### config.mk
export PLATFORM = sky130hd
export DESIGN_NAME = multiword_add_seq
export DESIGN_NICKNAME = d
export VERILOG_FILES = /design/src/rtl/multiword_add_seq.sv
export SDC_FILE = /design/constraint.sdc
export NUM_CORES = 1
export LEC_CHECK = 0
export CAP_MARGIN = 40
export CELL_PAD_IN_SITES_DETAIL_PLACEMENT = 0
export CELL_PAD_IN_SITES_GLOBAL_PLACEMENT = 1
export CORE_UTILIZATION = 30
export DETAILED_ROUTE_END_ITERATION = 7
export PLACE_DENSITY_LB_ADDON = 0.1
export SETUP_SLACK_MARGIN = 0.15
export SYNTH_ARGS = -nofsm -noshare
export SYNTH_HDL_FRONTEND = slang
export SYNTH_HIERARCHICAL = 1
export SYNTH_SLANG_ARGS = --single-unit
### constraint.sdc
create_clock -name clk -period 9.3 [get_ports clk]
set_input_delay 1.395 -clock clk [delete_from_list [all_inputs] [get_ports clk]]
set_output_delay 1.395 -clock clk [all_outputs]
set_load 0.02 [all_outputs]
### src/rtl/multiword_add_seq.sv
// Sequential wide adder: one RCA16 adds one 16-bit slice per clock, LSB first; done pulses WORDS+1 cycles after start.
// Backpressure: start is ignored while busy; it is accepted in IDLE or in the done cycle. Optional ovf port: MULTIWORD_ADD_OVF_EN.

module rca16 (
  input  logic [15:0] a,
  input  logic [15:0] b,
  input  logic        ci,
  output logic [15:0] s,
  output logic        co
);
  logic [16:0] c;

  assign c[0] = ci;
  for (genvar i = 0; i < 16; i++) begin : g_fa
    assign s[i]   = a[i] ^ b[i] ^ c[i];
    assign c[i+1] = (a[i] & b[i]) | (c[i] & (a[i] ^ b[i]));
  end
  assign co = c[16];
endmodule

module multiword_add_seq #(
  parameter int WORDS = 4
) (
  input  logic                  clk,
  input  logic                  rst_n,
  input  logic                  start,
  input  logic [16*WORDS-1:0]   A,
  input  logic [16*WORDS-1:0]   B,
  input  logic                  Cin,
  output logic                  busy,
  output logic                  done,
  output logic [16*WORDS-1:0]   Sum,
  output logic                  Cout
`ifdef MULTIWORD_ADD_OVF_EN
  ,
  output logic                  ovf
`endif
);
  localparam int IDXW = (WORDS > 1) ? $clog2(WORDS) : 1;
  localparam logic [IDXW-1:0] LAST_IDX = IDXW'(WORDS - 1);

  typedef enum logic [1:0] {IDLE, BUSY, DONE} state_t;

  state_t                    state_q, state_d;
  logic                      busy_q, busy_d;
  logic                      done_q, done_d;
  logic [IDXW-1:0]           idx_q, idx_d;
  logic                      carry_q, carry_d;
  logic [WORDS-1:0][15:0]    a_q, a_d;
  logic [WORDS-1:0][15:0]    b_q, b_d;
  logic [WORDS-1:0][15:0]    sum_q, sum_d;
  logic                      cout_q, cout_d;
  logic                      ovf_q, ovf_d;

  logic [15:0] rca_s;
  logic        rca_co;

  rca16 u_rca16 (
    .a  (a_q[idx_q]),
    .b  (b_q[idx_q]),
    .ci (carry_q),
    .s  (rca_s),
    .co (rca_co)
  );

  always_comb begin
    state_d = state_q;
    busy_d  = 1'b0;
    done_d  = 1'b0;
    idx_d   = idx_q;
    carry_d = carry_q;
    a_d     = a_q;
    b_d     = b_q;
    sum_d   = sum_q;
    cout_d  = cout_q;
    ovf_d   = ovf_q;
    case (state_q)
      IDLE, DONE: begin
        if (start) begin
          a_d     = A;
          b_d     = B;
          carry_d = Cin;
          idx_d   = '0;
          state_d = BUSY;
          busy_d  = 1'b1;
        end else begin
          state_d = IDLE;
        end
      end
      BUSY: begin
        sum_d[idx_q] = rca_s;
        carry_d      = rca_co;
        busy_d       = 1'b1;
        idx_d        = idx_q + 1'b1;
        if (idx_q == LAST_IDX) begin
          // Overflow uses the top bit of the slice being written now, not sum_q.
          cout_d  = rca_co;
          ovf_d   = (a_q[WORDS-1][15] == b_q[WORDS-1][15]) &&
                    (rca_s[15] != a_q[WORDS-1][15]);
          idx_d   = '0;
          state_d = DONE;
          busy_d  = 1'b0;
          done_d  = 1'b1;
        end
      end
      default: state_d = IDLE;
    endcase
  end

  always_ff @(posedge clk or negedge rst_n) begin
    if (!rst_n) begin
      state_q <= IDLE;
      busy_q  <= 1'b0;
      done_q  <= 1'b0;
      idx_q   <= '0;
      carry_q <= 1'b0;
      a_q     <= '0;
      b_q     <= '0;
      sum_q   <= '0;
      cout_q  <= 1'b0;
      ovf_q   <= 1'b0;
    end else begin
      state_q <= state_d;
      busy_q  <= busy_d;
      done_q  <= done_d;
      idx_q   <= idx_d;
      carry_q <= carry_d;
      a_q     <= a_d;
      b_q     <= b_d;
      sum_q   <= sum_d;
      cout_q  <= cout_d;
      ovf_q   <= ovf_d;
    end
  end

  assign busy = busy_q;
  assign done = done_q;
  assign Sum  = sum_q;
  assign Cout = cout_q;
`ifdef MULTIWORD_ADD_OVF_EN
  assign ovf  = ovf_q;
`endif

endmodule
==> flow_summary.json, run 1 <==
{
  "cp_max_fo": 14,
  "num_rows": 64,
  "fin_crit_ps": 8030,
  "max_freq_ghz": 0.125,
  "layout-drive-gt1-share_pct": 38.0,
  "setup_viol": 0,
  "postSynthRegisterBits": 200,
  "ys_warn_count": 6,
  "endpoint": "Sum[47]$_DFFE_PN0P_",
  "fin_crit_sh_pct": 86.3,
  "cts_htree_levels": 4,
  "firstDrtPassIters": 4,
  "initial_core_util_pct": 30.4,
  "cts_root_buffer": "clkbuf_16",
  "cts_resized": 0,
  "rsz0062_at_grt": "false",
  "synth-edff-count": 0,
  "fp.dieW_um": 178,
  "critPathKind": "flop to flop",
  "critPathMaxStageDelay_ps": 560,
  "synthTopCellsByCount": "dfrtp_1, mux2_4, mux2_2",
  "clkTransAtPathRegs_ps": 80,
  "die_area_mm2": 0.0316,
  "maxCapViolCount": 0,
  "routed_wirelength_mm": 23.0,
  "crit_required_ps": 9680,
  "synth_cell_types": 23,
  "multiInputGateArea_mm2": 0.00384,
  "core_region_area_mm2": 0.0305,
  "die_h_um": 178,
  "drc_errors": 0,
  "viasPerCell": 4.47,
  "cp_slowest_cell": "mux4_2",
  "grt_antenna_before_repair": 4,
  "reg2reg_to": "Sum[47]$_DFFE_PN0P_",
  "seqCellArea_mm2": 0.00501,
  "fin_hold_ws_ps": 495,
  "grt_pass1_wl_mm": 35.1,
  "avgSynthCellArea_um2": 18.4,
  "cts_hold_buf": 0,
  "synth_top_cell_area_share_pct": 54.0,
  "path_common_cell": "fa_1",
  "clock_path_buffers": 2,
  "synthArstFlopShare_pct": 100,
  "cts_setup_buffers": 0,
  "maxSlewHeadroom_pct": 29.7,
  "worstSetupStartpoint": "idx_q[0]$_DFFE_PN0P_",
  "fin_util_pct": 39.7,
  "syn-cell-area_mm2": 0.00928,
  "synth_top_flop_cell": "dfrtp_1",
  "yosysMostFrequentCell": "dfrtp_1",
  "dp_hpwl_mm": 16.7,
  "maxSlewViolCount": 0,
  "cellLeakagePower_nw": 5.16,
  "setup_tns_ps": 0,
  "grt_pass1_vias": 5670,
  "insertion_delay_ps": 440,
  "cp-start-kind": "flop",
  "placed_cells": 1077,
  "syn_inst": 503,
  "post_drt_wl_per_cell_um": 20.7,
  "endpoint_kind": "flop",
  "final_hold_viol_count": 0,
  "worst_pin_slew_ps": 1050,
  "final_cells": 1111,
  "grt_max_degree": 129,
  "tritoncts": "built",
  "cts-buffers-inserted": 17,
  "outcome": "finished clean",
  "clock-sinks": 200,
  "synth_nets": 655,
  "p_per_area_mw_per_mm2": 435,
  "clock-skew-final_ps": 13.5,
  "timing.rr.start": "idx_q[0]$_DFFE_PN0P_",
  "finalInstanceArea_mm2": 0.0121,
  "final_nets": 852,
  "drtIter0Drc": 180,
  "cp.arrival_ps": 8410,
  "fill_cells": 2781,
  "grt_overflow": 0,
  "synthTopCellsByArea": "dfrtp_1, mux2_4, mux2_2",
  "routabilityCongestion": 0.713,
  "pin_count": 199,
  "reg2reg_slack_ps": 1270,
  "portBuffers": 198,
  "syn2layout_area_growth_pct": 30.5,
  "cp_cell_sequence": "buf_4 -> mux4_2 -> fa_1 -> inv_1 -> fa_1 -> inv_1 -> fa_1 -> fa_1 -> fa_1 -> fa_1 -> fa_1 -> fa_1 -> fa_1 -> fa_1 -> fa_1 -> fa_1 -> fa_1 -> fa_1 -> fa_1 -> inv_1 -> fa_1 -> inv_1 -> mux2_2",
  "yosysSeqAreaShare_pct": 54.0,
  "yosys.area.top_type": "dfrtp_1",
  "vias": 4966,
  "ir_drop_v": 0.000217,
  "dpl_cell_area_mm2": 0.0115,
  "hold_path.class": "flop to flop",
  "antenna_left": 0,
  "grtUsageTotal_pct": 15.3,
  "worst-r2r-cell-count": 23
}
-- report_power, final --
group / switching [mW] / total (mW) / internal (mW)
combinational: 1.35 / 2.89 / 1.54
clock: 0.377 / 0.763 / 0.386
sequential: 0.275 / 1.61 / 1.34
-- layout by cell type, fill, tap and decap left out, drive strengths merged, types with 2 or more instances in the layout --
cell type / instances
ha: 4
nand3b: 4
clkbuf: 18
dfrtp: 200
buf: 8
fa: 16
clkinv: 6
mux4: 32
diode: 2
inv: 21
mux2i: 3
o21ai: 2
a31o: 2
mux2: 193
clkdlybuf4s50: 197
-- worst max-delay path, delay by kind of cell (launching register included) --
kind | cells | cell delay, ps
muxes | 2 | 720
buffers and inverters | 5 | 640
DFF | 1 | 390
adders and majority gates | 16 | 6220
-- routing by layer --
layer	vias up	GRT usage, %	share of wire (%)
met1	2600	20.0	45
li1	2207	-	-
met4	4	2.99	0.56
met2	142	25.1	48
met3	13	4.52	6.1
met5	-	0	0.13
-- final cells by class --
type	count	share of cell area [%]
Tap cell	396	4.09
Clock inverter	15	1.47
Inverter	14	0.434
Antenna cell	2	0.0414
Multi-Input combinational cell	261	31.7
Clock buffer	17	3.52
Sequential cell	200	41.4
Timing Repair Buffer	206	17.3
-- how the worst min path moves through the flow --
stage,from,to,slack (ps),cells past startpoint
2_1_floorplan,a_q[36]$_DFFE_PN0P_,a_q[36]$_DFFE_PN0P_,450,1
5_1_grt,a_q[34]$_DFFE_PN0P_,a_q[34]$_DFFE_PN0P_,520,1
6_report,a_q[59]$_DFFE_PN0P_,a_q[59]$_DFFE_PN0P_,500,1
3_3_place_gp,a_q[40]$_DFFE_PN0P_,a_q[40]$_DFFE_PN0P_,470,1
3_5_place_dp,a_q[59]$_DFFE_PN0P_,a_q[59]$_DFFE_PN0P_,480,1
4_1_cts,a_q[59]$_DFFE_PN0P_,a_q[59]$_DFFE_PN0P_,500,1
-- cell families (layout without fill, tap and decap cells) --
kind of cell / Yosys count / in the layout / share of synthesized area (%)
buf+inv: 42 / 252 / 4.65
mux: 228 / 228 / 35.9
flops: 200 / 200 / 54.0
other cells: 0 / 2 / 0
fa+ha+maj: 20 / 20 / 3.99
simple gates: 9 / 9 / 1.21
compound gates: 4 / 4 / 0.297
-- sequential cells by signal, summed over array words and instances, names as in the netlist --
signal and flops:
a_q 64, idx_q 2, state_q 2, done 1, b_q 64, busy 1
Cout 1, carry_q 1, Sum 64
-- through the flow --
step                      power, mW  worst slack, ps
after floorplan                3.50             1800
after global placement         4.49             1350
after detailed placement       4.57             1280
after CTS                      5.36             1230
after global routing           5.62              939
final                          5.27             1270
No activity file was read; power rests on OpenSTA's default activity.
==> inputs of run 2 (changes only) <==
--- a/config.mk
+++ b/config.mk
@@ -5,6 +5,7 @@
 export SDC_FILE = /design/constraint.sdc
 export NUM_CORES = 1
 export LEC_CHECK = 0
+export ABC_AREA = 0
 export CAP_MARGIN = 40
 export CELL_PAD_IN_SITES_DETAIL_PLACEMENT = 0
 export CELL_PAD_IN_SITES_GLOBAL_PLACEMENT = 1
==> results of run 2 <==
The final DEF is identical to that of run 1; final timing and power are the same.
==> inputs of run 3 (changes only) <==
--- a/config.mk
+++ b/config.mk
@@ -9,9 +9,10 @@
 export CAP_MARGIN = 40
 export CELL_PAD_IN_SITES_DETAIL_PLACEMENT = 0
 export CELL_PAD_IN_SITES_GLOBAL_PLACEMENT = 1
+export CORE_ASPECT_RATIO = 0.7
 export CORE_UTILIZATION = 30
 export DETAILED_ROUTE_END_ITERATION = 7
-export PLACE_DENSITY_LB_ADDON = 0.1
+export PLACE_DENSITY = 0.66
 export SETUP_SLACK_MARGIN = 0.15
 export SYNTH_ARGS = -nofsm -noshare
 export SYNTH_HDL_FRONTEND = slang
==> flow_summary.json, run 3 (synthesis gave the netlist of run 1 again) <==
{
  "post_drt_wl_per_cell_um": 20.3,
  "endpoint_kind": "flop",
  "cellLeakagePower_nw": 5.16,
  "grt_antenna_before_repair": 10,
  "vias": 5003,
  "cp.arrival_ps": 8280,
  "clkTransAtPathRegs_ps": 80,
  "cp_max_fo": 11,
  "final_hold_viol_count": 0,
  "final_common_cell": "dfrtp_1",
  "routabilityCongestion": 0.762,
  "hold_path.class": "flop to flop",
  "antenna_left": 0,
  "critPathKind": "flop to flop",
  "grt_max_degree": 96,
  "outcome": "finished clean",
  "maxCapViolCount": 0,
  "viasPerCell": 4.42,
  "drc_errors": 0,
  "rsz0062_at_grt": "false",
  "insertion_delay_ps": 430,
  "portBuffers": 198,
  "fin_util_pct": 40.1,
  "crit_required_ps": 9670,
  "final_nets": 854,
  "firstDrtPassIters": 4,
  "p_per_area_mw_per_mm2": 437,
  "dp_hpwl_mm": 17.4,
  "layout-drive-gt1-share_pct": 38.2,
  "num_rows": 53,
  "setup_viol": 0,
  "initial_core_util_pct": 30.7,
  "cts_root_buffer": "clkbuf_16",
  "maxSlewViolCount": 0,
  "grt_overflow": 0,
  "cts_htree_levels": 4,
  "grt_pass1_vias": 5614,
  "die_h_um": 149,
  "core_region_area_mm2": 0.0302,
  "clock_path_buffers": 2,
  "drtIter0Drc": 180,
  "fill_cells": 2772,
  "cp-start-kind": "flop",
  "fin_crit_ps": 7910,
  "fp.dieW_um": 212,
  "die_area_mm2": 0.0316,
  "worst_pin_slew_ps": 765,
  "cts-buffers-inserted": 17,
  "cts_resized": 0,
  "fin_hold_ws_ps": 502,
  "pin_count": 199,
  "setup_tns_ps": 0,
  "maxSlewHeadroom_pct": 49.0,
  "syn2layout_area_growth_pct": 30.8,
  "cts_hold_buf": 0,
  "cts_setup_buffers": 0,
  "clock-skew-final_ps": 10.1,
  "tritoncts": "built",
  "max_freq_ghz": 0.126,
  "ir_drop_v": 0.000208,
  "routed_wirelength_mm": 23.0,
  "grt_pass1_wl_mm": 35.1,
  "grtUsageTotal_pct": 15.2,
  "final_cell_mix": "dfrtp_1, clkdlybuf4s50_1, mux2_4",
  "fin_crit_sh_pct": 85.0,
  "clock-sinks": 200
}
-- run 3: path summary, 6_finish.rpt --
| kind | startpoint | end | slack [ps] | cells after the start |
|---|---|---|---|---|
| max | idx_q[0]$_DFFE_PN0P_ | Sum[15]$_DFFE_PN0P_ | 1390 | 22 |
| min | a_q[36]$_DFFE_PN0P_ | a_q[36]$_DFFE_PN0P_ | 500 | 1 |
| max reg2reg | idx_q[0]$_DFFE_PN0P_ | Sum[15]$_DFFE_PN0P_ | 1390 | 22 |
| min reg2reg | a_q[36]$_DFFE_PN0P_ | a_q[36]$_DFFE_PN0P_ | 500 | 1 |
| max in group asynchronous | rst_n | b_q[7]$_DFFE_PN0P_ | 6810 | 3 |
| min in group asynchronous | rst_n | Sum[35]$_DFFE_PN0P_ | 890 | 1 |
-- run 3: report_power, final --
| group | switching (mW) | internal [mW] | total, mW | leakage [nW] |
|---|---|---|---|---|
| combinational | 1.38 | 1.55 | 2.93 | 2.52 |
| clock | 0.362 | 0.382 | 0.744 | 0.284 |
| sequential | 0.290 | 1.34 | 1.63 | 2.35 |
-- run 3: per-layer routing --
layer  wire length, um  global-route usage (%)
met5                51                       0
met4               168                    3.66
met3              1990                    6.13
met2              9890                    21.8
met1             10900                    21.4
-- run 3: critical path, cell delays in order, from the launching register on --
cell and delay, ps:
dfrtp_2 610, mux4_2 600, fa_1 430, inv_1 70, fa_1 150, inv_1 50
fa_1 370, fa_1 380, fa_1 390, fa_1 390, fa_1 390, fa_1 390
fa_1 380, fa_1 400, fa_1 420, fa_1 410, fa_1 430, fa_1 410
fa_1 380, inv_1 90, fa_1 400, inv_1 120, mux2_2 160
-- run 3: final cells by class --
class	count	area [um^2]	share of cell area, %
flip-flops and latches	200	5010	41.3
multi-input cells	261	3840	31.6
repair buffers	208	2120	17.5
well taps	412	515	4.25
clock buffers	17	425	3.51
clock inverters	15	161	1.33
inverters	14	52.6	0.433
diodes	5	12.5	0.103
-- run 3: through the flow --
step | power [mW] | setup WS (ps) | cells | cell area [um^2]
4_1_cts | 5.39 | 1300 | 1127 | 12100
5_1_grt | 5.65 | 1060 | 1128 | 12100
6_report | 5.30 | 1390 | 1132 | 12100
3_3_place_gp | 4.50 | 1440 | 1092 | 11500
2_1_floorplan | 3.50 | 1800 | 503 | 9280
3_5_place_dp | 4.62 | 1340 | 1095 | 11500
